## src/rtl/rr_mux_reg.sv

```systemverilog
// rr_mux_reg: N-channel registered multiplexer with valid/ready handshakes.
// A channel is picked either by round-robin arbitration (mode = 0) or by an
// explicit select (mode = 1). The winner's data lands in a one-entry output
// register. in_ready is the only combinational output. It is derived from
// the handshake and select inputs and never from in_data.
module rr_mux_reg #(
    parameter  int WIDTH = 64,
    parameter  int N     = 4,
    localparam int SELW  = $clog2(N)
) (
    input  logic                 clk,
    input  logic                 reset,
    input  logic                 mode,
    input  logic [SELW-1:0]      select,
    input  logic [N-1:0]         in_valid,
    input  logic [N*WIDTH-1:0]   in_data,
    output logic [N-1:0]         in_ready,
    output logic                 out_valid,
    output logic [WIDTH-1:0]     out_data,
    output logic [SELW-1:0]      out_src,
    input  logic                 out_ready
);

    localparam int PADN = 2 ** SELW;

    logic [SELW-1:0]  ptr_r;
    logic             out_valid_r;
    logic [WIDTH-1:0] out_data_r;
    logic [SELW-1:0]  out_src_r;

    logic             load_en_s;
    logic [PADN-1:0]  valid_pad_s;
    logic             grant_valid_s;
    logic [SELW-1:0]  grant_s;
    logic [SELW-1:0]  ptr_next_s;
    logic [N-1:0]     in_ready_s;
    logic [WIDTH-1:0] grant_data_s;
    logic             transfer_s;

    // The output register can accept new data when it is empty or is being drained.
    assign load_en_s = !out_valid_r || out_ready;

    // Widen in_valid to the full select range so out-of-range selects read as invalid.
    always_comb begin
        valid_pad_s         = '0;
        valid_pad_s[N-1:0]  = in_valid;
    end

    // Grant selection: rotating priority from ptr_r, or explicit select.
    always_comb begin
        int sum;
        int idx;
        logic hit;
        grant_valid_s = 1'b0;
        grant_s       = '0;
        sum           = 0;
        idx           = 0;
        hit           = 1'b0;
        if (mode == 1'b0) begin
            // Earliest channel after the pointer wins; later hits are ignored.
            for (int i = 0; i < N; i++) begin
                sum           = int'(ptr_r) + i;
                idx           = (sum >= N) ? (sum - N) : sum;
                hit           = in_valid[idx] & ~grant_valid_s;
                grant_s       = hit ? SELW'(idx) : grant_s;
                grant_valid_s = grant_valid_s | hit;
            end
        end else begin
            // An out-of-range select lands on a zero pad bit and never grants.
            if ((int'(select) < N) && valid_pad_s[select]) begin
                grant_valid_s = 1'b1;
                grant_s       = select;
            end else begin
                grant_valid_s = 1'b0;
                grant_s       = '0;
            end
        end
    end

    // Next round-robin pointer: one past the winner, wrapping at N rather than 2**SELW.
    always_comb begin
        if (grant_s == SELW'(N - 1)) begin
            ptr_next_s = '0;
        end else begin
            ptr_next_s = grant_s + SELW'(1);
        end
    end

    // One-hot ready toward the granted producer, only when the register can load.
    always_comb begin
        in_ready_s = '0;
        if (load_en_s && grant_valid_s) begin
            in_ready_s[grant_s] = 1'b1;
        end else begin
            in_ready_s = '0;
        end
    end

    assign transfer_s   = load_en_s && grant_valid_s;
    assign grant_data_s = in_data[int'(grant_s)*WIDTH +: WIDTH];

    // Output register and arbitration pointer; reset overrides any transfer.
    always_ff @(posedge clk) begin
        if (reset) begin
            out_valid_r <= 1'b0;
            out_data_r  <= '0;
            out_src_r   <= '0;
            ptr_r       <= '0;
        end else if (transfer_s) begin
            out_valid_r <= 1'b1;
            out_data_r  <= grant_data_s;
            out_src_r   <= grant_s;
            if (mode == 1'b0) begin
                ptr_r <= ptr_next_s;
            end else begin
                ptr_r <= ptr_r;
            end
        end else if (out_valid_r && out_ready) begin
            // Drained with nothing to replace it: keep data/src, drop valid.
            out_valid_r <= 1'b0;
        end else begin
            out_valid_r <= out_valid_r;
        end
    end

    assign in_ready  = in_ready_s;
    assign out_valid = out_valid_r;
    assign out_data  = out_data_r;
    assign out_src   = out_src_r;

endmodule

```

## config.mk

```make
export PLATFORM = sky130hd
export DESIGN_NAME = rr_mux_reg
export DESIGN_NICKNAME = d
export VERILOG_FILES = /design/src/rtl/rr_mux_reg.sv
export SDC_FILE = /design/constraint.sdc
export NUM_CORES = 1
export LEC_CHECK = 0
export ABC_AREA = 1
export BUFFER_PORTS_ARGS = -buffer_cell sky130_fd_sc_hd__buf_2
export CAP_MARGIN = 20
export CELL_PAD_IN_SITES_DETAIL_PLACEMENT = 0
export CELL_PAD_IN_SITES_GLOBAL_PLACEMENT = 2
export CORE_MARGIN = 10
export CORE_UTILIZATION = 21
export CTS_BUF_LIST = sky130_fd_sc_hd__clkbuf_16
export CTS_CLUSTER_SIZE = 30
export DETAILED_ROUTE_END_ITERATION = 8
export PLACE_DENSITY = 0.85
export SLEW_MARGIN = 20
export SYNTH_ARGS = -nofsm -noshare
export SYNTH_HDL_FRONTEND = slang
export SYNTH_SLANG_ARGS = --single-unit
```

## constraint.sdc

```tcl
create_clock -name clk -period 4.1 [get_ports clk]
set_input_delay 0.205 -clock clk [delete_from_list [all_inputs] [get_ports clk]]
set_output_delay 0.205 -clock clk [all_outputs]
set_load 0.1 [all_outputs]
```

==> impl_metrics.toml <==
[global_routing]
use_met1 = 0.176
grt_pass1_wl_um = 41100
gr-usage-all-layers = 0.152
grt_antenna_before_repair = 3
overflow = 0
grtUsageMet2 = 0.269
grt_max_degree = 75
grt.met3_usage = 0.0497
gr-max-usage-layer = "met2"
grt_pass1_vias = 7352

[sta]
fmaxAchievable_ghz = 0.307
rsz0062_at_grt = "false"
fin_hold_ws_ns = 0.0627
min_period_over_period = 0.794
tightest_slew_ns = 0.808
min_period_ns = 3.26
setup_tns_ns = 0
relSlewSlack = 0.461
final_max_slew_viol_count = 0
hold_viol_final = 0
setup_violations = 0
skew_ns = 0.00733

[setup_path]
crit_path_end_kind = "output pin"
cp_data_arrival_time_ns = 3.05
cp.required_ns = 3.89
worstPathMaxFanout = 26
crit_type = "reg -> out"
critPathLaunchType = "register"

[power_and_ir_drop]
p_int_mw = 1.62
clkPwrFrac = 0.204
combPwrFrac = 0.559
p_sw_mw = 1.92
powerDensity_nw_per_um2 = 467
p_leak_nw = 4.56
p_seq_frac = 0.237
ir_worst_vdd_uv = 158
switching_share = 0.543

[logic_synthesis]
syn_nets = 1280
synthSimpleGateAreaFrac = 0.492
synth.area.mux_share = 0
syn_area_um2 = 5520
ys_seq_elements = 69
synth_top_family_by_area = "simple AND/OR/NAND/NOR gates"
synthXorXnorAreaFrac = 0
synth_cell_types = 23
ys_seq_area_frac = 0.250
synthAdderAreaFrac = 0
ys_warn_count = 0
synthCells = 1014
synth_compound_area_frac = 0.0768
avgSynthCellArea_um2 = 5.45

[route]
routed_wirelength_um = 26300
drc_errors = 0
vias_per_cell = 4.37
drtIter0Drc = 304
avgRoutedWirePerCell_um = 16.1
vias = 7159
antenna_left = 0
dr.pass1.iters = 4

[clocking]
clkLatencyLatePin_ns = 0.34
ctsResizeCount = 0
htree_levels = 3
cts_buffers = 9
cts_tree = "yes"
cts.hold.buffers_added = 0
cts.path.max_buffers = 2
cts_sinks = 69
cts_root_buf = "clkbuf_16"
cts_setup_buffers = 0
clk_pin_slew_worst_paths_ns = 0.06

[place]
portBuffers = 336
gp_congestion = 0.801
placed_area_um2 = 7300
hpwl_um = 19600

[layout]
num-fill-cells = 3122
mostFrequentLayoutCell = "buf_2"
final_cell_mix = "buf_2 (335), nand2_1 (297), nand3_1 (207)"
fin_nets = 1565
regArea_um2 = 1380
multi_input_comb_area_um2 = 3170
drive_gt1_frac = 0.285
final_cell_area_um2 = 7560
syn2layout_area_growth_pct = 36.9

[floorplanning]
die_h_um = 182
num_rows = 59
io_pins = 337
die_w_um = 182
initial_core_util = 0.213
core_um2 = 26000
die-area_um2 = 33200

[job]
drv_cap = 0

[run_status]
status = "completed"

[min_path]
hold_class = "in -> reg"
-- critical path: stages, from the launching register on --
cell	delay, ns
dfxtp_1	0.59
inv_2	0.18
nand2_1	0.10
nand2_1	0.10
nand2_1	0.08
nand2_1	0.11
nand2_1	0.09
nand2_1	0.05
nand2_1	0.10
nand3_4	0.08
nand2_4	0.26
inv_1	0.32
nor3_1	0.41
buf_12	0.23
-- cell usage after synthesis --
cell,instances,area share
nand4_1,2,0.0023
inv_1,141,0.096
nand2_1,298,0.20
dfxtp_1,69,0.25
buf_1,3,0.0020
buf_4,12,0.016
o211ai_1,1,0.0014
nand3_1,208,0.19
o21ai_0,59,0.053
buf_6,15,0.031
a21oi_1,5,0.0045
o21ai_1,12,0.011
nor2_4,2,0.0041
o211ai_2,1,0.0023
buf_2,24,0.022
nand2_2,1,0.0011
o21ai_2,2,0.0032
clkbuf_1,16,0.011
clkbuf_2,2,0.0018
inv_2,3,0.0020
a31oi_1,1,0.0011
nor3_1,2,0.0018
nor2_1,135,0.092
-- power by group through the flow --
stage,sequential [mW],combinational [mW],clock [mW]
floorplan,1.63,0.788,0
global placement,0.847,2.00,0
detailed placement,0.851,2.00,0
CTS,0.837,2.00,0.755
global route,0.852,2.15,0.787
finish,0.837,1.98,0.722
-- state kept, by name, indices dropped and copies added (netlist names) --
register / count
out_data: 64
out_src: 2
ptr_r: 2
out_valid: 1
-- final cells by class --
cell class	count	area share
Antenna cell	1	0.000331
Clock buffer	9	0.0298
Inverter	144	0.0721
Tap cell	335	0.0554
Sequential cell	69	0.183
Multi-Input combinational cell	729	0.419
Timing Repair Buffer	346	0.236
Clock inverter	7	0.00447
-- stage by stage --
stage               utilization  std cells  power, mW  worst slack, ns
CTS                       0.291       1639       3.60            0.780
floorplan                     -       1014       2.41            0.340
global placement          0.281       1623       2.85             1.09
global route              0.291       1640       3.79            0.514
detailed placement        0.281       1623       2.85             1.06
finish                    0.291       1640       3.53            0.844
-- final timing paths --
| kind | end | slack, ns | from | cells past startpoint |
|---|---|---|---|---|
| setup / recovery | in_ready[0] | 0.84 | ptr_r[0] | 13 |
| hold / removal | out_valid | 0.06 | reset | 2 |
| setup reg to reg | out_data[32] | 1.07 | ptr_r[0] | 16 |
| hold reg to reg | out_data[50] | 0.51 | out_data[50] | 2 |
-- layer usage --
layer / vias to the layer above / part of all wire
met4: 4 / 0.010
met3: 16 / 0.076
met1: 3202 / 0.42
met5: - / 0.0011
li1: 3718 / -
met2: 219 / 0.49
-- kinds of logic after synthesis --
group,after synthesis
AND/OR/NAND/NOR,648
buffers and inverters,216
AO/OA/AOI/OAI,81
flip-flops,69
Power figures use the tool's default switching activity.
